**src/rtl/nibble_serial_addsub_pkg.sv**
```systemverilog
// rtl/nibble_serial_addsub_pkg.sv - shared types, constants and helpers for the nibble-serial add/sub controller
package nibble_serial_addsub_pkg;

    localparam int NIBBLE_W = 4;

    typedef enum logic [1:0] {
        IDLE = 2'd0,
        RUN  = 2'd1,
        DONE = 2'd2
    } state_t;

    // Two's-complement overflow: operands agree in sign but the result does not.
    function automatic logic signed_ovf(input logic a_msb, input logic b_msb, input logic s_msb);
        return (a_msb == b_msb) && (s_msb != a_msb);
    endfunction

endpackage

```
**src/rtl/cla4_slice.sv**
```systemverilog
// rtl/cla4_slice.sv - combinational 4-bit carry-lookahead adder slice
module cla4_slice (
    input  logic [3:0] a_i,
    input  logic [3:0] b_i,
    input  logic       c_i,
    output logic [3:0] s_o,
    output logic       c_o
);

    logic [3:0] g;
    logic [3:0] p;
    logic [4:0] c;

    assign g = a_i & b_i;
    assign p = a_i ^ b_i;

    assign c[0] = c_i;
    assign c[1] = g[0] | (p[0] & c_i);
    assign c[2] = g[1] | (p[1] & g[0]) | (p[1] & p[0] & c_i);
    assign c[3] = g[2] | (p[2] & g[1]) | (p[2] & p[1] & g[0])
                | (p[2] & p[1] & p[0] & c_i);
    assign c[4] = g[3] | (p[3] & g[2]) | (p[3] & p[2] & g[1])
                | (p[3] & p[2] & p[1] & g[0]) | (p[3] & p[2] & p[1] & p[0] & c_i);

    assign s_o = p ^ c[3:0];
    assign c_o = c[4];

endmodule

```
**src/rtl/nibble_serial_addsub_ctrl.sv**
```systemverilog
// rtl/nibble_serial_addsub_ctrl.sv - WIDTH-bit add/sub computed one nibble per cycle through a single CLA slice
// Optional accumulate input acc_i enabled by defining ADDSUB_ACC_EN.
module nibble_serial_addsub_ctrl
    import nibble_serial_addsub_pkg::*;
#(
    parameter int WIDTH = 16
) (
    input  logic             clk_i,
    input  logic             rst_i,
    input  logic             valid_i,
    output logic             ready_o,
    input  logic [WIDTH-1:0] a_i,
    input  logic [WIDTH-1:0] b_i,
    input  logic             sub_i,
    input  logic             c_i,
`ifdef ADDSUB_ACC_EN
    input  logic             acc_i,
`endif
    output logic             valid_o,
    input  logic             ready_i,
    output logic [WIDTH-1:0] s_o,
    output logic             c_o,
    output logic             ovf_o
);

    localparam int NIBBLES = WIDTH / NIBBLE_W;
    localparam int CNT_W   = (NIBBLES > 1) ? $clog2(NIBBLES) : 1;

    localparam logic [1:0] S_IDLE = IDLE;
    localparam logic [1:0] S_RUN  = RUN;
    localparam logic [1:0] S_DONE = DONE;

    logic [1:0]       state;
    logic [WIDTH-1:0] a_q;
    logic [WIDTH-1:0] b_q;
    logic             carry;
    logic [CNT_W-1:0] cnt;

    logic [WIDTH-1:0]    a_src;
    logic [WIDTH-1:0]    s_next;
    logic [NIBBLE_W-1:0] slice_a;
    logic [NIBBLE_W-1:0] slice_b;
    logic [NIBBLE_W-1:0] slice_s;
    logic                slice_c;
    logic                last;
    logic                accept;

    assign ready_o = (state == S_IDLE) && !rst_i;
    assign valid_o = (state == S_DONE);
    assign accept  = valid_i && ready_o;
    assign last    = (cnt == CNT_W'(NIBBLES - 1));

`ifdef ADDSUB_ACC_EN
    // Accumulate reuses the previous result as operand A before s_o is cleared.
    assign a_src = acc_i ? s_o : a_i;
`else
    assign a_src = a_i;
`endif

    always_comb begin
        slice_a = '0;
        slice_b = '0;
        s_next  = s_o;
        for (int i = 0; i < NIBBLES; i++) begin
            if (cnt == CNT_W'(i)) begin
                slice_a                         = a_q[i*NIBBLE_W +: NIBBLE_W];
                slice_b                         = b_q[i*NIBBLE_W +: NIBBLE_W];
                s_next[i*NIBBLE_W +: NIBBLE_W]  = slice_s;
            end
        end
    end

    cla4_slice u_slice (
        .a_i (slice_a),
        .b_i (slice_b),
        .c_i (carry),
        .s_o (slice_s),
        .c_o (slice_c)
    );

    always_ff @(posedge clk_i) begin
        if (rst_i) begin
            state <= S_IDLE;
            a_q   <= '0;
            b_q   <= '0;
            carry <= 1'b0;
            cnt   <= '0;
            s_o   <= '0;
            c_o   <= 1'b0;
            ovf_o <= 1'b0;
        end else begin
            case (state)
                S_IDLE: begin
                    if (accept) begin
                        a_q   <= a_src;
                        b_q   <= sub_i ? ~b_i : b_i;
                        carry <= sub_i | c_i;
                        cnt   <= '0;
                        s_o   <= '0;
                        state <= S_RUN;
                    end
                end
                S_RUN: begin
                    s_o   <= s_next;
                    carry <= slice_c;
                    if (last) begin
                        c_o   <= slice_c;
                        ovf_o <= signed_ovf(a_q[WIDTH-1], b_q[WIDTH-1], slice_s[NIBBLE_W-1]);
                        state <= S_DONE;
                    end else begin
                        cnt <= cnt + CNT_W'(1);
                    end
                end
                S_DONE: begin
                    if (ready_i) begin
                        state <= S_IDLE;
                    end
                end
                default: state <= S_IDLE;
            endcase
        end
    end

endmodule

```
**config.mk**
```make
export PLATFORM = sky130hd
export DESIGN_NAME = nibble_serial_addsub_ctrl
export DESIGN_NICKNAME = d
export VERILOG_FILES = /design/src/rtl/nibble_serial_addsub_pkg.sv /design/src/rtl/cla4_slice.sv /design/src/rtl/nibble_serial_addsub_ctrl.sv
export SDC_FILE = /design/constraint.sdc
export NUM_CORES = 1
export LEC_CHECK = 0
export BUFFER_PORTS_ARGS = -buffer_cell sky130_fd_sc_hd__buf_2
export CAP_MARGIN = 20
export CELL_PAD_IN_SITES_DETAIL_PLACEMENT = 0
export CELL_PAD_IN_SITES_GLOBAL_PLACEMENT = 1
export CORE_UTILIZATION = 43
export CTS_CLUSTER_SIZE = 14
export DETAILED_ROUTE_END_ITERATION = 10
export PLACE_DENSITY = 0.85
export SLEW_MARGIN = 25
export SYNTH_ARGS = -nofsm -noshare
export SYNTH_HDL_FRONTEND = slang
export SYNTH_SLANG_ARGS = --single-unit
```
**constraint.sdc**
```tcl
create_clock -name clk_i -period 4.9 [get_ports clk_i]
set_input_delay 1.225 -clock clk_i [delete_from_list [all_inputs] [get_ports clk_i]]
set_output_delay 1.225 -clock clk_i [all_outputs]
set_load 0.05 [all_outputs]
```
==> flow_summary.toml, run 1 <==
[outcome]
status = "finished clean"

[global_routing]
grt_start_max_net_pins = 69
first_global_vias = 2205
global_route.usage.total = 0.195
grt_antenna_before_repair = 0
global_route.overflow_total = 0
grt_pass1_wl_mm = 10.1

[worst_setup_path]
cpMostUsedCell = "sky130_fd_sc_hd__buf_2"
largest_driver_fanout_on_the_critical_path = 57
timing_worst_setup_path_type = "input pin to primary output"
cp_slowest_stage_delay_ns = 0.66
worstSetupStartpointType = "input pin"
cpMaxStageDelayCell = "sky130_fd_sc_hd__buf_2"
worst-endpoint-arrival_ns = 2.24
crit_chain = "buf_2 > nor3_1 > buf_2"
cp-end-kind = "primary output"
worst_r2r_path_depth = 11
cp.required_ns = 3.67

[synthesis]
syn_avg_cell_area_um2 = 8.11
ys_types = 37
netlist_area_um2 = 2770
synth_ff_type = "sky130_fd_sc_hd__dfxtp_1"
yosys_warnings = 0
number_of_synthesized_register_bits = 55
number_of_flops_mapped_to_enable_cells_by_yosys = 0
postSynth.asyncResetShare = 0
synthDominantCellAreaShare = 0.397
synth.top_cells.by_area = "sky130_fd_sc_hd__dfxtp_1, sky130_fd_sc_hd__nand3b_1, sky130_fd_sc_hd__nand2_1"
synthCells = 342
mappedNetlistNets = 389
synth.yosys.seq_area_share = 0.397
yosysTopAreaCell = "sky130_fd_sc_hd__dfxtp_1"

[clocking]
cts_root_buf = "sky130_fd_sc_hd__clkbuf_8"
ctsHoldBuffers = 0
cts_made_buffers = 5
cts_max_path_buffers = 2
postCtsResizedCells = 0
cts.repair_timing.setup_buffer_count = 0
cts.clk_slew.worst_paths_ns = 0.09
clock_sink_count = 55
clock_tree_from_tritoncts = "done"
cts_max_level = 2
clk-insertion-delay-late_ns = 0.30

[timing]
min_cycle_time_layout_ns = 3.47
final_min_period_over_clock_period = 0.708
setup-violations-final = 0
worst_pin_slew_ns = 0.885
hold_viol = 0
setup-tns-final_ns = 0
final.setup_skew_ns = 0.00847
fin_hold_ws_ns = 0.470
grt_setup_unrepaired = "false"
clock.fmax_mhz = 288
timing.slew.headroom = 0.410
slew_violations = 0

[finish]
final_util = 0.510
antenna-diode-count = 0
finish.net_count = 426
multi_input_area_um2 = 1500
fillCellCount = 632
area.sequential_um2 = 1100
layoutNonFillerInstCount = 455
drive_gt1_frac = 0.184
area_growth_syn_to_layout_pct = 11.4

[floorplan]
die_width_um = 82.3
num_io_pins = 58
floorplan.core_area_um2 = 6060
initial_core_util = 0.458
fp.dieH_um = 82.3
dieArea_um2 = 6780
rows = 28

[routing]
detail_route.iter0.violations = 133
tritonroute_pass_1_iters = 5
vias_per_cell = 5.22
remaining_drc_errors = 0
drt_wl_total_mm = 5.98
routedWlPerCell_um = 13.1
detailroute.via_count = 2375
final_antenna_net_count = 0

[placement]
placed_cells_incl_taps = 447
placement.io_buffers = 57
dp_hpwl_mm = 4.12
place.gp.congestion = 0.808

[run]
max-cap-violations = 0

[worst_hold_path]
hp-class = "flip-flop to flip-flop"
whs_path_depth = 2

[power_and_ir_drop]
power.ir.vdd_worst_uv = 124
total_leakage_power_nw = 1.28
p_per_area_nw_per_um2 = 292
-- path summary, 6_finish.rpt --
| kind | end | slack, ns | startpoint |
|---|---|---|---|
| worst max-delay path | ready_o | 1.43 | rst_i |
| worst min-delay path | s_o[6] | 0.47 | s_o[6] |
| worst max register to register | ovf_o | 1.69 | cnt[1] |
| worst min register to register | s_o[6] | 0.47 | s_o[6] |
-- per-stage QoR --
| stage | instance area [µm²] | setup WS, ns | power, mW |
|---|---|---|---|
| after floorplan | 2770 | 1.37 | 0.628 |
| after global placement | 3010 | 1.44 | 0.668 |
| after detailed placement | 3010 | 1.42 | 0.672 |
| after CTS | 3090 | 1.42 | 0.915 |
| after global routing | 3090 | 1.27 | 0.952 |
| final | 3090 | 1.43 | 0.902 |
-- cells in the final DEF, fill, tap and decap left out, types with 2 or more instances in the layout --
master,n
sky130_fd_sc_hd__nand4_1,5
sky130_fd_sc_hd__nor2_1,13
sky130_fd_sc_hd__buf_2,57
sky130_fd_sc_hd__nand3_1,18
sky130_fd_sc_hd__nor3_1,2
sky130_fd_sc_hd__clkbuf_1,2
sky130_fd_sc_hd__or3_1,3
sky130_fd_sc_hd__clkbuf_8,5
sky130_fd_sc_hd__o21ai_0,15
sky130_fd_sc_hd__a21oi_1,36
sky130_fd_sc_hd__nand2_2,2
sky130_fd_sc_hd__and2_1,2
sky130_fd_sc_hd__dfxtp_1,55
sky130_fd_sc_hd__a211o_1,2
sky130_fd_sc_hd__nand3b_1,43
sky130_fd_sc_hd__inv_1,7
sky130_fd_sc_hd__nand2_1,60
sky130_fd_sc_hd__o21ai_1,10
sky130_fd_sc_hd__ha_1,8
sky130_fd_sc_hd__xnor2_1,17
sky130_fd_sc_hd__nand2b_1,2
-- power breakdown --
part           total, mW  switching (mW)  internal, mW
combinational      0.170           0.103        0.0671
sequential         0.490          0.0168         0.473
clock              0.241           0.141         0.101
total              0.902           0.260         0.641
-- flip-flops by register name, indices dropped and copies added (netlist names) --
register	cells
a_q	16
c_o	1
state	2
b_q	16
cnt	2
carry	1
ovf_o	1
s_o	16
-- routing by layer --
metal  track usage  part of all wire  up-vias
met5             0                 0        -
met4        0.0579             0.012        0
met2         0.321              0.46       52
li1              -                 -     1244
met1         0.261              0.48     1073
met3        0.0341             0.047        6
-- logic make-up after synthesis --
kind of cell             share of synthesized area
multiplexers                               0.00361
AO/OA/AOI/OAI                                0.145
buffers and inverters                       0.0618
AND/OR/NAND/NOR                              0.295
flip-flops                                   0.397
XOR/XNOR                                    0.0537
adder cells (fa/ha/maj)                     0.0433
-- area by class of cell --
| cell class | count | area share |
|---|---|---|
| clock inverters | 1 | 0.00162 |
| clock buffers | 7 | 0.0247 |
| multi-input cells | 253 | 0.486 |
| well taps | 75 | 0.0304 |
| flip-flops and latches | 55 | 0.356 |
| repair buffers | 57 | 0.0923 |
| inverters | 7 | 0.00851 |
-- synthesized netlist by cell type, types with 7 or more instances --
master and instances:
sky130_fd_sc_hd__a21oi_1 36, sky130_fd_sc_hd__xnor2_1 17, sky130_fd_sc_hd__nand3b_1 43, sky130_fd_sc_hd__o21ai_0 15, sky130_fd_sc_hd__dfxtp_1 55, sky130_fd_sc_hd__nand3_1 18, sky130_fd_sc_hd__o21ai_1 10, sky130_fd_sc_hd__ha_1 8
sky130_fd_sc_hd__clkbuf_1 16, sky130_fd_sc_hd__inv_1 7, sky130_fd_sc_hd__nand2_1 60, sky130_fd_sc_hd__nor2_1 13
-- critical path, delay by kind of cell --
family                 cells  cell delay [ns]
buffers and inverters      2             0.91
and+or+nand+nor            1             0.11
No activity file was read; power rests on OpenSTA's default activity.
==> run 2, diff against run 1 <==
- CORE_UTILIZATION: 43 -> 36
- PLACE_DENSITY: 0.85 -> 0.76
- clock period: 4.9 -> 3.16 ns (I/O delays scaled with it)
==> flow_summary.toml, run 2 (synthesized netlist as in run 1, its figures left out) <==
[run]
max-cap-violations = 0

[clocking]
cts.repair_timing.setup_buffer_count = 0
cts_max_level = 2
cts_max_path_buffers = 2
clock_sink_count = 55
cts_made_buffers = 5
cts_root_buf = "sky130_fd_sc_hd__clkbuf_8"
clock_tree_from_tritoncts = "done"
cts.clk_slew.worst_paths_ns = 0.09
clk-insertion-delay-late_ns = 0.31

[floorplan]
rows = 31
dieArea_um2 = 8060
num_io_pins = 58
floorplan.core_area_um2 = 7370
die_width_um = 89.8
initial_core_util = 0.376
fp.dieH_um = 89.8

[routing]
vias_per_cell = 4.90
drt_wl_total_mm = 6.24
remaining_drc_errors = 0
detail_route.iter0.violations = 54
routedWlPerCell_um = 12.8
detailroute.via_count = 2390
final_antenna_net_count = 0
tritonroute_pass_1_iters = 4

[placement]
placement.io_buffers = 57
placed_cells_incl_taps = 480
place.gp.congestion = 0.854
dp_hpwl_mm = 4.68
dpl_worst_slack_ns = 0.116

[finish]
area_growth_syn_to_layout_pct = 15.3
finish.net_count = 435
final_cell_mix = "sky130_fd_sc_hd__nand2_1, sky130_fd_sc_hd__buf_2, sky130_fd_sc_hd__dfxtp_1"
layoutNonFillerInstCount = 488
reg.largest.list = "a_q (16), b_q (16), s_o (16)"
antenna-diode-count = 0
drive_gt1_frac = 0.213
mostFrequentLayoutCell = "sky130_fd_sc_hd__nand2_1"

[timing]
clock.fmax_mhz = 346
final_critical_path_setup_slack_ns = 0.266
setup-tns-final_ns = 0
grt_setup_unrepaired = "false"
hold_viol = 0
timing.slew.headroom = 0.686
min_cycle_time_layout_ns = 2.89
setup-violations-final = 0
final.setup_skew_ns = 0.00510
final_min_period_over_clock_period = 0.916
worst_pin_slew_ns = 0.470
slew_violations = 0

[global_routing]
global_route.usage.total = 0.164
global_route.overflow_total = 0
grt_pass1_wl_mm = 10.9
grt_start_max_net_pins = 37
first_global_vias = 2324
grt_antenna_before_repair = 0

[power_and_ir_drop]
total_power_mw = 1.42
power.ir.vdd_worst_uv = 199
p_per_area_nw_per_um2 = 444
total_leakage_power_nw = 1.32

[worst_setup_path]
timing_worst_setup_path_type = "flip-flop to flip-flop"
cp-end-kind = "flip-flop"
worstSetupStartpointType = "flip-flop"
largest_driver_fanout_on_the_critical_path = 13
worst-endpoint-arrival_ns = 3.12
cp.required_ns = 3.39

[worst_hold_path]
hp-class = "flip-flop to flip-flop"

[outcome]
status = "finished clean"
[run 2: changes by cell type in the layout (fill, tap and decap cells not counted)]
cell and delta:
sky130_fd_sc_hd__o21ai_1 +2, sky130_fd_sc_hd__buf_4 +9, sky130_fd_sc_hd__o21ai_0 -2, sky130_fd_sc_hd__clkinvlp_4 +1
sky130_fd_sc_hd__clkbuf_1 -1, sky130_fd_sc_hd__ha_2 +3, sky130_fd_sc_hd__ha_1 -3
[run 2: worst paths after layout]
kind                            startpoint     end  slack (ns)  cells past startpoint
worst min register to register      s_o[2]  s_o[2]        0.47                      2
worst max register to register      cnt[1]   ovf_o        0.27                     12
worst max-delay path                cnt[1]   ovf_o        0.27                     12
worst min-delay path                s_o[2]  s_o[2]        0.47                      2
[run 2: final cells by class]
| class | count | area, µm² |
|---|---|---|
| multi-input combinational | 253 | 1510 |
| fill | 776 | 4170 |
| clock inverter | 2 | 12.5 |
| inverter | 7 | 26.3 |
| clock buffer | 6 | 72.6 |
| timing repair buffer | 66 | 353 |
| sequential | 55 | 1100 |
| tap | 99 | 124 |
[run 2: what timing repair did]
action	in CTS	in global routing
setup endpoints to repair	0	1
gates resized for setup	0	5
hold buffers	0	0
[run 2: worst max-delay path, stage by stage, from the launching register on]
cell and delay [ns]:
sky130_fd_sc_hd__dfxtp_1 0.37, sky130_fd_sc_hd__inv_1 0.08, sky130_fd_sc_hd__ha_2 0.25, sky130_fd_sc_hd__buf_4 0.17, sky130_fd_sc_hd__nand3b_1 0.15, sky130_fd_sc_hd__a21oi_1 0.18
sky130_fd_sc_hd__a21oi_1 0.06, sky130_fd_sc_hd__o21ai_0 0.24, sky130_fd_sc_hd__ha_1 0.32, sky130_fd_sc_hd__o21a_1 0.13, sky130_fd_sc_hd__a211o_1 0.37, sky130_fd_sc_hd__a31o_2 0.27
sky130_fd_sc_hd__a311oi_1 0.23
[run 2: where the power goes]
part	total, mW	switching, mW	internal (mW)
registers	0.764	0.0299	0.734
clock network	0.379	0.224	0.155
logic	0.276	0.161	0.116
total	1.42	0.414	1.01
[run 2: routing by layer]
metal  part of all wire  global-route usage
met1               0.52               0.224
met4             0.0088              0.0396
met3              0.042              0.0372
met2               0.43               0.260
met5                  0                   0
[run 2: stage by stage]
stage / instance area [µm²] / util / hold WS, ns
detailed placement: 3110 / 0.421 / 0.461
global route: 3200 / 0.434 / 0.490
finish: 3200 / 0.434 / 0.470
floorplan: 2770 / - / 0.450
global placement: 3110 / 0.421 / 0.451
CTS: 3190 / 0.433 / 0.473
==> run 3, diff against run 2 <==
- MAX_ROUTING_LAYER: unset -> met4
==> flow_summary.toml, run 3 (synthesized netlist as in run 1, its figures left out) <==
[outcome]
status = "finished clean"

[routing]
remaining_drc_errors = 0
routedWlPerCell_um = 12.8
vias_per_cell = 4.92
tritonroute_pass_1_iters = 4
drt_wl_total_mm = 6.25
detailroute.via_count = 2403
detail_route.iter0.violations = 65
final_antenna_net_count = 0

[finish]
finish.net_count = 435
reg.largest.list = "a_q (16), b_q (16), s_o (16)"
antenna-diode-count = 0
area_growth_syn_to_layout_pct = 15.3
multi_input_area_um2 = 1510
area.sequential_um2 = 1100
mostFrequentLayoutCell = "sky130_fd_sc_hd__nand2_1"
drive_gt1_frac = 0.213
final_cell_mix = "sky130_fd_sc_hd__nand2_1, sky130_fd_sc_hd__buf_2, sky130_fd_sc_hd__dfxtp_1"
fillCellCount = 776

[timing]
min_cycle_time_layout_ns = 2.90
setup-violations-final = 0
final.setup_skew_ns = 0.00684
setup-tns-final_ns = 0
grt_setup_unrepaired = "false"
worst_pin_slew_ns = 0.462
clock.fmax_mhz = 345
timing.slew.headroom = 0.692
fin_hold_ws_ns = 0.470
final_min_period_over_clock_period = 0.918
hold_viol = 0
slew_violations = 0

[clocking]
clock_tree_from_tritoncts = "done"
cts.repair_timing.setup_buffer_count = 0
cts_root_buf = "sky130_fd_sc_hd__clkbuf_8"
clock_sink_count = 55
cts_max_level = 2
cts_made_buffers = 5
cts_max_path_buffers = 2
clk-insertion-delay-late_ns = 0.31
cts.clk_slew.worst_paths_ns = 0.10

[power_and_ir_drop]
total_leakage_power_nw = 1.32
power.switching_mw = 0.417
pwr-share-clk = 0.268
power.ir.vdd_worst_uv = 200
internal_power_mw = 1.01
switching_share = 0.293
part_of_the_power_in_combinational_logic = 0.194
power.share.sequential = 0.537
p_per_area_nw_per_um2 = 445

[floorplan]
dieArea_um2 = 8060
num_io_pins = 58
fp.dieH_um = 89.8
rows = 31
initial_core_util = 0.376
floorplan.core_area_um2 = 7370
die_width_um = 89.8

[global_routing]
global_route.usage.total = 0.168
grt_antenna_before_repair = 0
grt_pass1_wl_mm = 10.9
first_global_vias = 2334
global_route.overflow_total = 0
grt_start_max_net_pins = 37

[worst_setup_path]
timing_worst_setup_path_type = "flip-flop to flip-flop"
worst-endpoint-arrival_ns = 3.13
cp.required_ns = 3.39
largest_driver_fanout_on_the_critical_path = 13
cp-end-kind = "flip-flop"
worstSetupStartpointType = "flip-flop"
worst_r2r_path_depth = 12

[worst_hold_path]
whs_path_depth = 2
hp-class = "flip-flop to flip-flop"

[run]
max-cap-violations = 0

[placement]
dp_hpwl_mm = 4.68
placement.io_buffers = 57
place.gp.congestion = 0.868
run 3: path summary, 6_finish.rpt:
| path | startpoint | slack (ns) | endpoint |
|---|---|---|---|
| setup / recovery | cnt[1] | 0.26 | ovf_o |
| hold / removal | s_o[2] | 0.47 | s_o[2] |
| setup reg to reg | cnt[1] | 0.26 | ovf_o |
| hold reg to reg | s_o[2] | 0.47 | s_o[2] |
run 3: power by group through the flow:
stage	Combinational (mW)	Sequential, mW	Clock, mW
after floorplan	0.187	0.787	0
final	0.277	0.764	0.382
after CTS	0.276	0.764	0.390
after detailed placement	0.276	0.780	0
after global routing	0.310	0.770	0.417
after global placement	0.272	0.780	0
run 3: repair_timing:
item / in CTS / in global routing
hold buffers: 0 / 0
setup endpoints to repair: 0 / 1
endpoints found under the hold margin: 0 / 0
resized for setup: 0 / 5
run 3: layer usage:
layer	part of all wire	track usage	vias to the layer above
met3	0.042	0.0321	9
met1	0.51	0.224	1080
met4	0.011	0.0437	0
met5	0	-	-
li1	-	-	1263
met2	0.43	0.260	51
run 3: per-stage QoR:
stage | utilization | area [µm²] | setup slack, ns | power (mW) | cells
after CTS | 0.433 | 3190 | 0.103 | 1.43 | 488
final | 0.434 | 3200 | 0.260 | 1.42 | 488
after global routing | 0.434 | 3200 | 0.0630 | 1.50 | 488
after detailed placement | 0.421 | 3110 | 0.116 | 1.06 | 480
after floorplan | - | 2770 | 0.253 | 0.974 | 342
after global placement | 0.421 | 3110 | 0.222 | 1.05 | 480
run 3: layout make-up:
type	count	share of cell area
clock buffers	6	0.0227
clock inverters	2	0.00391
inverters	7	0.00822
multi-input cells	253	0.472
flip-flops and latches	55	0.344
well taps	99	0.0387
repair buffers	66	0.110
run 3: worst max-delay path: stages (launching register included):
cell and delay (ns):
sky130_fd_sc_hd__dfxtp_1 0.37, sky130_fd_sc_hd__inv_1 0.08, sky130_fd_sc_hd__ha_2 0.25, sky130_fd_sc_hd__buf_4 0.17, sky130_fd_sc_hd__nand3b_1 0.15, sky130_fd_sc_hd__a21oi_1 0.18, sky130_fd_sc_hd__a21oi_1 0.06, sky130_fd_sc_hd__o21ai_0 0.24
sky130_fd_sc_hd__ha_1 0.32, sky130_fd_sc_hd__o21a_1 0.13, sky130_fd_sc_hd__a211o_1 0.37, sky130_fd_sc_hd__a31o_2 0.27, sky130_fd_sc_hd__a311oi_1 0.23
